`src/rtl/fir_i2s_tx.sv`:
```
// fir_i2s_tx: mono I2S transmitter for 32-bit filtered samples.
//
// Converts each accepted 32-bit sample to a 24-bit word and sends it in both
// the left and right halves of a 64-bit-clock I2S frame. A one-entry holding
// register decouples the sample producer from the frame timing. If no new
// sample is present at frame start, the previous word is repeated and an
// underrun is flagged and counted.
//
// Optional build macro: FIR_I2S_TX_SATURATE_EN
//   defined   -> out-of-range samples clamp to 24'h7FFFFF / 24'h800000
//   undefined -> the 24-bit window is taken as is (wrap-around truncation)
//
// Parameters:
//   CLK_DIV  clk cycles per bclk half-period (2..255)
//   SHIFT    LSB index in din_i of the transmitted 24-bit word (0..8)
//
// Ports:
//   clk_i           system clock, rising edge
//   reset_ni        synchronous active-low reset
//   din_i           signed 32-bit sample
//   din_valid_i     din_i holds a new sample
//   din_ready_o     holding register is empty and can take a sample
//   bclk_o          I2S bit clock
//   lrclk_o         I2S word select (0 = left, 1 = right)
//   sdata_o         I2S serial data, changes on bclk falling edges
//   underrun_o      one-clk pulse when a frame starts without a new sample
//   underrun_cnt_o  saturating underrun count
module fir_i2s_tx #(
    parameter int CLK_DIV = 4,
    parameter int SHIFT   = 4
) (
    input  logic        clk_i,
    input  logic        reset_ni,
    input  logic [31:0] din_i,
    input  logic        din_valid_i,
    output logic        din_ready_o,
    output logic        bclk_o,
    output logic        lrclk_o,
    output logic        sdata_o,
    output logic        underrun_o,
    output logic [7:0]  underrun_cnt_o
);
    localparam logic [7:0] DIV_MAX = 8'(CLK_DIV - 1);

    logic [7:0]  div_q, div_d;
    logic        bclk_q, bclk_d;
    logic [5:0]  bit_q, bit_d;
    logic        started_q, started_d;
    logic        lrclk_q, lrclk_d;
    logic        sdata_q, sdata_d;
    logic [23:0] sh_q, sh_d;
    logic [23:0] word_q, word_d;
    logic [23:0] hold_q, hold_d;
    logic        hold_full_q, hold_full_d;
    logic        underrun_q, underrun_d;
    logic [7:0]  cnt_q, cnt_d;
    logic        wrap, fall, frame_start, accept;
    logic [4:0]  pos;
    logic [23:0] conv_w, next_word;
    logic        unused_din;

    assign unused_din = ^din_i;

`ifdef FIR_I2S_TX_SATURATE_EN
    // The window fits only if every bit above it repeats the sign bit.
    logic ovf;
    assign ovf    = !((&din_i[31:SHIFT+23]) || !(|din_i[31:SHIFT+23]));
    assign conv_w = ovf ? (din_i[31] ? 24'h800000 : 24'h7FFFFF) : din_i[SHIFT+23:SHIFT];
`else
    assign conv_w = din_i[SHIFT+23:SHIFT];
`endif

    always_comb begin
        wrap        = div_q == DIV_MAX;
        fall        = wrap && bclk_q;
        // started_q makes the first falling edge after reset a frame start
        // even though the bit counter was cleared to 0 rather than 63.
        frame_start = fall && (bit_q == 6'd63 || !started_q);
        accept      = din_valid_i && !hold_full_q;
        div_d       = wrap ? 8'd0 : div_q + 8'd1;
        bclk_d      = bclk_q ^ wrap;
        bit_d       = frame_start ? 6'd0 : (fall ? bit_q + 6'd1 : bit_q);
        started_d   = started_q || frame_start;
        lrclk_d     = fall ? bit_d[5] : lrclk_q;
        next_word   = (frame_start && hold_full_q) ? hold_q : word_q;
        word_d      = next_word;
        // Slot 0 of each half is the I2S delay bit; data occupies slots 1..24.
        pos         = bit_d[4:0];
        sh_d        = !fall ? sh_q : (pos == 5'd0 ? next_word : (pos <= 5'd24 ? sh_q << 1 : sh_q));
        sdata_d     = !fall ? sdata_q : (pos != 5'd0 && pos <= 5'd24 && sh_q[23]);
        hold_d      = accept ? conv_w : hold_q;
        hold_full_d = accept || (hold_full_q && !frame_start);
        underrun_d  = frame_start && !hold_full_q;
        cnt_d       = (underrun_d && cnt_q != 8'hFF) ? cnt_q + 8'd1 : cnt_q;
    end

    always_ff @(posedge clk_i) begin
        if (!reset_ni) begin
            div_q       <= 8'd0;
            bclk_q      <= 1'b0;
            bit_q       <= 6'd0;
            started_q   <= 1'b0;
            lrclk_q     <= 1'b1;
            sdata_q     <= 1'b0;
            sh_q        <= 24'd0;
            word_q      <= 24'd0;
            hold_q      <= 24'd0;
            hold_full_q <= 1'b0;
            underrun_q  <= 1'b0;
            cnt_q       <= 8'd0;
        end else begin
            div_q       <= div_d;
            bclk_q      <= bclk_d;
            bit_q       <= bit_d;
            started_q   <= started_d;
            lrclk_q     <= lrclk_d;
            sdata_q     <= sdata_d;
            sh_q        <= sh_d;
            word_q      <= word_d;
            hold_q      <= hold_d;
            hold_full_q <= hold_full_d;
            underrun_q  <= underrun_d;
            cnt_q       <= cnt_d;
        end
    end

    assign din_ready_o    = !hold_full_q;
    assign bclk_o         = bclk_q;
    assign lrclk_o        = lrclk_q;
    assign sdata_o        = sdata_q;
    assign underrun_o     = underrun_q;
    assign underrun_cnt_o = cnt_q;
endmodule
```
`config.mk`:
```
export PLATFORM = sky130hd
export DESIGN_NAME = fir_i2s_tx
export DESIGN_NICKNAME = d
export VERILOG_FILES = /design/src/rtl/fir_i2s_tx.sv
export SDC_FILE = /design/constraint.sdc
export NUM_CORES = 1
export LEC_CHECK = 0
export BUFFER_PORTS_ARGS = -buffer_cell sky130_fd_sc_hd__buf_2
export CORE_MARGIN = 5
export CORE_UTILIZATION = 25
export CTS_CLUSTER_SIZE = 16
export DETAILED_ROUTE_END_ITERATION = 8
export PLACE_DENSITY = 0.49
export SLEW_MARGIN = 20
export SYNTH_ARGS = -nofsm -noshare
export SYNTH_HDL_FRONTEND = slang
export SYNTH_SLANG_ARGS = --single-unit
```
`constraint.sdc`:
```
create_clock -name clk_i -period 3.85 [get_ports clk_i]
set_input_delay 0.77 -clock clk_i [delete_from_list [all_inputs] [get_ports clk_i]]
set_output_delay 0.77 -clock clk_i [all_outputs]
set_load 0.1 [all_outputs]
```
==> flow_summary.toml, run 1 <==
[outcome]
status = "finished, final reports clean"

[placement]
portBuffers = 39
place_congestion = 0.721
place_hpwl_mm = 6.32

[sta]
slew_headroom_pct = 37.5
report.final.slew_viol_count = 0
finalCritPeriodShare_pct = 89.2
max_freq_ghz = 0.291
finClkSkew_ns = 0.00765
setup_viol = 0
fin_crit_ns = 3.43
hold_viol_final = 0
tightest_slew_ns = 0.935
fin_setup_tns_ns = 0
rsz0062_at_grt = "false"

[cts]
clock_sinks = 100
cts_post_setup_buffers_inserted = 0
insertion_delay_ns = 0.34
cts_buffer_depth = 2
cts_buffers = 9
cts_root_buffer = "clkbuf_16"
clk_pin_slew_worst_paths_ns = 0.07
cts_tree = "built"
htreeDepth = 3

[setup_path]
reg2reg_depth = 11
critPathArrivalTime_ns = 3.70
worst_path_max_delay_cell = "or4b_2"
crit_type = "flip-flop to flip-flop"
cp_num_buf_inv = 2
end_kind = "flip-flop"
reg2reg_to = "sh_q[21]"
r2r_setup_slack_ns = 0.42
cpLargestDelayFamily = "simple AND/OR/NAND/NOR gates"
required_ns = 4.12
rr_startpoint = "div_q[0]"
path_cells = "ha_1 > or4b_2 > nor4_1 > ha_1 > buf_4 > or4_4 > o31ai_2 > buf_4 > o41ai_4 > and2_4 > o2bb2ai_1"
cpPeakStageDelay_ns = 0.59
critPathMaxFanout = 22
crit_path_start_kind = "flip-flop"

[run]
drv_cap = 0

[die]
placement_rows = 48
die_h_um = 141
start_util_pct = 25.2
die_area_um2 = 19900
io-pin-count = 48
core_um2 = 17100
fp.dieW_um = 141

[worst_hold_path]
min_to = "sh_q[19]"
min_path_type = "flip-flop to flip-flop"
whs_path_depth = 1
worstHoldStart = "sh_q[19]"

[global_route]
antenna_found_initial = 0
first_global_vias = 3356
track_usage_pct = 10.6
grt_pass1_wl_mm = 17.0
grt_max_degree = 59
grt.overflow.total = 0

[route]
route.detailed.drc = 0
vias = 3431
dr.pass1.iters = 4
ant_nets = 0
dr.first_iter.drc_count = 136
avgRoutedWirePerCell_um = 13.5
routed_wl_mm = 10.0
via_per_inst = 4.64

[finish]
post_route_cells_drive_above_1_share_pct = 18.8
layout.nets = 550
layout_common_cells = "nand2_1 (105), dfxtp_1 (100), a21oi_1 (51)"
syn_to_final_growth_pct = 16.1
final_common_cell = "nand2_1"
multiInputGateArea_um2 = 2140
seq_area_um2 = 2000
fillers = 1874
antennaDiodeCount = 0

[synthesis]
synth_cell_types = 43
synth_area_um2 = 4300
synthesis.nets = 526
ys_seq_area_share_pct = 46.6
yosysTopAreaCell = "dfxtp_1"
avgSynthCellArea_um2 = 8.83
ys_warn_count = 0
synth_top_area_share_pct = 46.6
synth_area_leaders = "dfxtp_1 (47%), nand2_1 (9.2%), mux2_2 (6.0%)"
syn_inst = 487
ys_ff_latch = 100

[power]
ir_worst_vdd_uv = 265
power.density_nw_per_um2 = 421
leakagePower_nw = 1.78
total_power_mw = 2.10
[synth_stat cells]
master and number:
nor2_1 25, nor4b_1 1, nor2b_1 3, nand4_1 5, inv_1 5, xor2_2 1
buf_6 4, o21ai_1 3, and2_4 1, or4b_2 1, o2bb2ai_1 22, nand4_2 1
clkbuf_1 17, ha_1 4, o31ai_1 1, xnor2_1 5, buf_1 2, xor2_1 7
buf_2 10, o22ai_1 24, nand2b_1 4, a32o_1 1, and2_1 1, mux2_2 23
a21oi_1 51, mux2i_1 6, nor4_4 1, nor4_1 1, a2bb2oi_2 1, nor3_1 2
o311ai_0 1, o41a_1 1, o41ai_4 1, nand4_4 1, a31o_4 1, o21ai_0 25
or4_4 1, nand3_1 13, o31ai_2 1, dfxtp_1 100, or4b_1 1, and3_1 3
nand2_1 105
[sequential cells by signal, summed over array words and instances, names as in the netlist]
| register | flops |
|---|---|
| hold_q | 24 |
| sh_q | 24 |
| word_q | 24 |
| div_q | 8 |
| underrun_cnt_o | 8 |
| bit_q | 6 |
| bclk_o | 1 |
| hold_full_q | 1 |
| lrclk_o | 1 |
| sdata_o | 1 |
| started_q | 1 |
| underrun_o | 1 |
[per-layer routing]
layer / global-route usage [%] / part of all wire (%)
met1: 14.3 / 50
met2: 16.4 / 45
met3: 3.56 / 4.9
met4: 2.29 / 0.87
met5: 0 / 0
[area by class of cell]
cell class	instances	share of cell area, %
inverters	5	0.376
clock buffers	10	4.59
well taps	225	5.64
repair buffers	46	5.22
clock inverters	5	1.23
multi-input cells	349	42.8
flip-flops and latches	100	40.1
[how the worst max path moves through the flow]
| stage | start | cells past startpoint | slack [ns] | to |
|---|---|---|---|---|
| 4_1_cts | div_q[0] | 9 | 0.04 | sh_q[1] |
| 5_1_grt | div_q[0] | 9 | 0.08 | sh_q[3] |
| 6_report | div_q[0] | 11 | 0.42 | sh_q[21] |
| 2_1_floorplan | div_q[0] | 11 | 0.84 | sh_q[10] |
| 3_3_place_gp | div_q[0] | 9 | 0.01 | sh_q[3] |
| 3_5_place_dp | div_q[0] | 9 | 0.01 | sh_q[3] |
[logic make-up after synthesis]
| family | synth area share, % |
|---|---|
| DFF | 46.6 |
| and+or+nand+nor | 18.0 |
| AOI/OAI and AO/OA | 19.7 |
| xor gates and xnor gates | 2.82 |
| adders and majority gates | 1.16 |
| muxes | 7.42 |
| buffers and inverters | 4.31 |
[power by group]
part	internal (mW)	leakage, nW	switching (mW)	total, mW
sequential	1.06	0.810	0.0215	1.08
clock	0.504	0.143	0.395	0.899
combinational	0.0452	0.823	0.0815	0.127
[repair_timing]
item	in CTS	in global routing
gates resized for setup	1	2
hold buffers	0	0
setup endpoints to repair	3	23
[stage by stage]
stage          hold WS [ns]  util (%)  setup slack (ns)  area (um2)  cells
6_report              0.456      29.3             0.417        4990    740
5_1_grt               0.480      29.3            0.0776        4990    740
4_1_cts               0.464      29.2            0.0367        4980    740
3_5_place_dp          0.443      27.4            0.0136        4680    725
3_3_place_gp          0.441      27.4            0.0143        4680    725
2_1_floorplan         0.427         -             0.837        4300    487
No activity file was read; power rests on OpenSTA's default activity.
==> inputs of run 2 (changes only) <==
==> constraint.sdc (replaced) <==
create_clock -name clk_i -period 4.3 [get_ports clk_i]
set_input_delay 0.86 -clock clk_i [delete_from_list [all_inputs] [get_ports clk_i]]
set_output_delay 0.86 -clock clk_i [all_outputs]
set_load 0.1 [all_outputs]
==> run 2 against run 1 <==
Critical endpoint is now sh_q[16]. Setup slack better by 0.25 ns. Routed wire length is 1.4% higher. Largest power group unchanged. Non-clock buffer count is 5 higher. Global-route usage is 0.079 points lower. Critical path type unchanged. Clock skew is 0.00059 ns higher. First-iteration DRC count is 46% higher.
==> flow_summary.toml, run 2 (synthesis gave the netlist of run 1 again) <==
[power]
total_power_mw = 1.91
ir_worst_vdd_uv = 236
leakagePower_nw = 1.79
power.density_nw_per_um2 = 382

[route]
dr.first_iter.drc_count = 198
dr.pass1.iters = 4
via_per_inst = 4.65
routed_wl_mm = 10.2
vias = 3467
avgRoutedWirePerCell_um = 13.6
route.detailed.drc = 0
ant_nets = 0

[worst_hold_path]
min_to = "sh_q[18]"
min_path_type = "flip-flop to flip-flop"
whs_path_depth = 1
worstHoldStart = "sh_q[18]"

[run]
drv_cap = 0

[setup_path]
reg2reg_to = "sh_q[16]"
reg2reg_depth = 10
required_ns = 4.58
end_kind = "flip-flop"
crit_type = "flip-flop to flip-flop"
rr_startpoint = "div_q[0]"
critPathMaxFanout = 22
critPathArrivalTime_ns = 3.92
r2r_setup_slack_ns = 0.67
crit_path_start_kind = "flip-flop"

[die]
core_um2 = 17100
start_util_pct = 25.2
placement_rows = 48
fp.dieW_um = 141
io-pin-count = 48
die_h_um = 141
die_area_um2 = 19900

[cts]
cts_tree = "built"
ctsResizeCount = 0
insertion_delay_ns = 0.35
clk_pin_slew_worst_paths_ns = 0.07
htreeDepth = 3
cts_buffers = 9
cts_hold_buf = 0
cts_post_setup_buffers_inserted = 0
cts_buffer_depth = 2
cts_root_buffer = "clkbuf_16"
clock_sinks = 100

[outcome]
status = "finished, final reports clean"

[global_route]
first_global_vias = 3445
antenna_found_initial = 0
grt_max_degree = 58
grt_pass1_wl_mm = 16.9
grt.overflow.total = 0
track_usage_pct = 10.5

[finish]
stdcell_count = 746
post_route_cells_drive_above_1_share_pct = 19.4
multiInputGateArea_um2 = 2120
antennaDiodeCount = 0
fillers = 1882
layout_common_cells = "nand2_1 (105), dfxtp_1 (100), a21oi_1 (51)"
syn_to_final_growth_pct = 16.5
seq_area_um2 = 2000
reg_top3 = "hold_q: 24 flops, sh_q: 24 flops, word_q: 24 flops"
final_common_cell = "nand2_1"
layout.nets = 555

[sta]
setup_slack_ns = 0.666
report.final.slew_viol_count = 0
setup_viol = 0
slew_headroom_pct = 41.2
rsz0062_at_grt = "false"
finClkSkew_ns = 0.00824
holdWs_ns = 0.461
fin_crit_ns = 3.63
max_freq_ghz = 0.275
hold_viol_final = 0
tightest_slew_ns = 0.880
finalCritPeriodShare_pct = 84.5
fin_setup_tns_ns = 0

[placement]
place_congestion = 0.772
place_ws_ns = 0.684
dp.cells = 730
place_hpwl_mm = 6.43
portBuffers = 39
[run 2: final cells by class]
class / count / share of cell area (%)
multi-input combinational: 349 / 42.3
sequential: 100 / 40.0
timing repair buffer: 51 / 5.70
tap: 225 / 5.62
clock buffer: 10 / 4.57
clock inverter: 6 / 1.45
inverter: 5 / 0.375
[run 2: power breakdown]
group	switching, mW	internal (mW)	leakage (nW)
combinational	0.0784	0.0414	0.840
clock	0.375	0.459	0.143
sequential	0.0150	0.944	0.810
total	0.468	1.44	1.79
[run 2: worst max-delay path, stage by stage, from the launching register on]
cell and delay [ns]:
dfxtp_1 0.39, ha_1 0.24, or4b_2 0.59, nor4_1 0.27
ha_1 0.48, buf_4 0.22, nand4_4 0.10, xor2_2 0.23
o41ai_4 0.50, and2_4 0.39, o2bb2ai_1 0.15
[run 2: worst max path at each step]
stage / from / to / slack (ns) / cells past startpoint
2_1_floorplan: div_q[0] / sh_q[10] / 1.29 / 11
3_5_place_dp: div_q[0] / sh_q[12] / 0.68 / 10
4_1_cts: div_q[0] / sh_q[16] / 0.66 / 10
3_3_place_gp: div_q[0] / sh_q[1] / 0.70 / 10
6_report: div_q[0] / sh_q[16] / 0.67 / 10
5_1_grt: div_q[0] / sh_q[12] / 0.36 / 10
[run 2: metrics by stage]
stage	instance area, um2	util (%)
4_1_cts	5000	29.3
3_5_place_dp	4700	27.6
2_1_floorplan	4300	-
5_1_grt	5010	29.4
3_3_place_gp	4700	27.6
6_report	5010	29.4
[run 2: routing by layer]
layer | track usage (%) | part of all wire (%)
met1 | 13.6 | 49
met2 | 16.4 | 45
met3 | 3.36 | 4.7
met4 | 3.72 | 1.4
met5 | 0 | 0
==> inputs of run 3 (changes only) <==
==> constraint.sdc (replaced) <==
create_clock -name clk_i -period 3.65 [get_ports clk_i]
set_input_delay 0.73 -clock clk_i [delete_from_list [all_inputs] [get_ports clk_i]]
set_output_delay 0.73 -clock clk_i [all_outputs]
set_load 0.1 [all_outputs]
==> run 3 against run 2 <==
Cell area up 0.15%. Hold slack worse by 0.0016 ns. Non-clock buffer count unchanged. Die area unchanged. Clock skew up 0.0055 ns. Sequential power up 18%. Sequential share of layout area down 0.060 points. Utilization about the same. Highest routed layer unchanged. Clock power up 15%. Critical endpoint is now sh_q[10]. Critical path depth unchanged. Fmax up 8.0%. Register-to-register slack worse by 0.38 ns.
==> flow_summary.toml, run 3 (synthesis gave the netlist of run 1 again) <==
[cts]
clock_sinks = 100
clk_pin_slew_worst_paths_ns = 0.08
cts_hold_buf = 0
cts_post_setup_buffers_inserted = 0
cts_buffers = 9
cts_buffer_depth = 2
cts_tree = "built"
htreeDepth = 3
cts_root_buffer = "clkbuf_16"
insertion_delay_ns = 0.35

[placement]
place_ws_ns = 0.143
place_hpwl_mm = 6.53
place_congestion = 0.757
dp.cells = 730
portBuffers = 39
dpl_cell_area_um2 = 4700

[sta]
fin_setup_tns_ns = 0
slew_headroom_pct = 33.8
setup_viol = 0
max_freq_ghz = 0.297
finClkSkew_ns = 0.0137
hold_viol_final = 0
finalCritPeriodShare_pct = 92.2
rsz0062_at_grt = "false"
holdWs_ns = 0.459
setup_slack_ns = 0.285
fin_crit_ns = 3.36
tightest_slew_ns = 0.988
report.final.slew_viol_count = 0

[die]
fp.dieW_um = 141
die_h_um = 141
io-pin-count = 48
start_util_pct = 25.2
die_area_um2 = 19900
core_um2 = 17100
placement_rows = 48

[finish]
multiInputGateArea_um2 = 2130
syn_to_final_growth_pct = 16.7
design_area_um2 = 5020
post_route_cells_drive_above_1_share_pct = 19.8
fillers = 1877
layout.nets = 555
reg_top3 = "hold_q: 24 flops, sh_q: 24 flops, word_q: 24 flops"
final_common_cell = "nand2_1"
seq_area_um2 = 2000
utilization_pct = 29.4
stdcell_count = 746
layout_common_cells = "nand2_1 (105), dfxtp_1 (100), a21oi_1 (51)"
antennaDiodeCount = 0

[power]
total_power_mw = 2.23
ir_worst_vdd_uv = 254
leakagePower_nw = 1.79
power.density_nw_per_um2 = 445

[route]
route.detailed.drc = 0
avgRoutedWirePerCell_um = 13.5
ant_nets = 0
vias = 3477
via_per_inst = 4.66
dr.pass1.iters = 4
routed_wl_mm = 10.1
dr.first_iter.drc_count = 188

[setup_path]
end_kind = "flip-flop"
rr_startpoint = "div_q[0]"
reg2reg_to = "sh_q[10]"
worst_path_max_delay_cell = "or4b_2"
r2r_setup_slack_ns = 0.29
required_ns = 3.92
path_cells = "ha_1 > or4b_2 > nor4_1 > ha_2 > nand4_1 > xor2_1 > o41a_1 > buf_4 > o21ai_0 > o2bb2ai_1"
cpPeakStageDelay_ns = 0.60
reg2reg_depth = 10
critPathMaxFanout = 23
critPathArrivalTime_ns = 3.64
crit_path_start_kind = "flip-flop"
crit_type = "flip-flop to flip-flop"

[global_route]
first_global_vias = 3381
grt_pass1_wl_mm = 16.8
grt_max_degree = 41
grt.overflow.total = 0
track_usage_pct = 10.3
antenna_found_initial = 0

[worst_hold_path]
whs_path_depth = 1
min_to = "sh_q[19]"
min_path_type = "flip-flop to flip-flop"
worstHoldStart = "sh_q[19]"

[run]
drv_cap = 0

[outcome]
status = "finished, final reports clean"
-- run 3: cell types whose count changed in the layout (fill, tap and decap cells not counted) --
cell / change
nor2b_4: -1
ha_1: -1
clkbuf_8: +1
clkinvlp_4: -1
nor2b_2: +1
bufinv_16: -1
ha_2: +1
o31ai_4: +1
clkinv_2: -1
o31ai_2: -1
inv_6: +2
clkbuf_1: -1
clkinv_8: +1
-- run 3: what timing repair did --
action / 4_1_cts / 5_1_grt
endpoints found under the setup margin: 0 / 32
gates resized for setup: 0 / 2
hold endpoints to repair: 0 / 0
-- run 3: worst max path at each step --
stage | cells after the start | slack, ns | startpoint | end
finish | 10 | 0.29 | div_q[0] | sh_q[10]
detailed placement | 10 | 0.14 | div_q[0] | sh_q[6]
global route | 10 | 0.02 | div_q[0] | sh_q[10]
global placement | 10 | 0.25 | div_q[0] | sh_q[23]
CTS | 10 | 0.12 | div_q[0] | sh_q[10]
floorplan | 11 | 0.64 | div_q[0] | sh_q[10]
-- run 3: layout make-up --
| cell class | instances | share of cell area (%) |
|---|---|---|
| Inverter | 5 | 0.374 |
| Multi-Input combinational cell | 349 | 42.4 |
| Sequential cell | 100 | 39.9 |
| Timing Repair Buffer | 51 | 5.69 |
| Clock inverter | 6 | 1.27 |
| Tap cell | 225 | 5.61 |
| Clock buffer | 10 | 4.76 |
-- run 3: report_power, final --
| part | total [mW] | switching (mW) | internal, mW |
|---|---|---|---|
| Sequential | 1.13 | 0.0171 | 1.11 |
| Combinational | 0.141 | 0.0926 | 0.0484 |
| Clock | 0.960 | 0.458 | 0.502 |
| Total | 2.23 | 0.568 | 1.66 |
-- run 3: worst max-delay path: cells and delay by family (launching register included) --
kind / cells / cell delay (ns)
and+or+nand+nor: 3 / 1.02
adders and majority gates: 2 / 0.62
AOI/OAI and AO/OA: 3 / 0.54
xor gates and xnor gates: 1 / 0.49
DFF: 1 / 0.39
buffers and inverters: 1 / 0.24
-- run 3: per-layer routing --
metal  wire, um  track usage, %  share of wire (%)  vias up
li1           -               -                  -     1774
met4         98            2.91               0.97        0
met3        396            2.31                3.9        7
met2       4490            16.0                 44       57
met5          0               0                  0        -
met1       5120            14.2                 51     1639
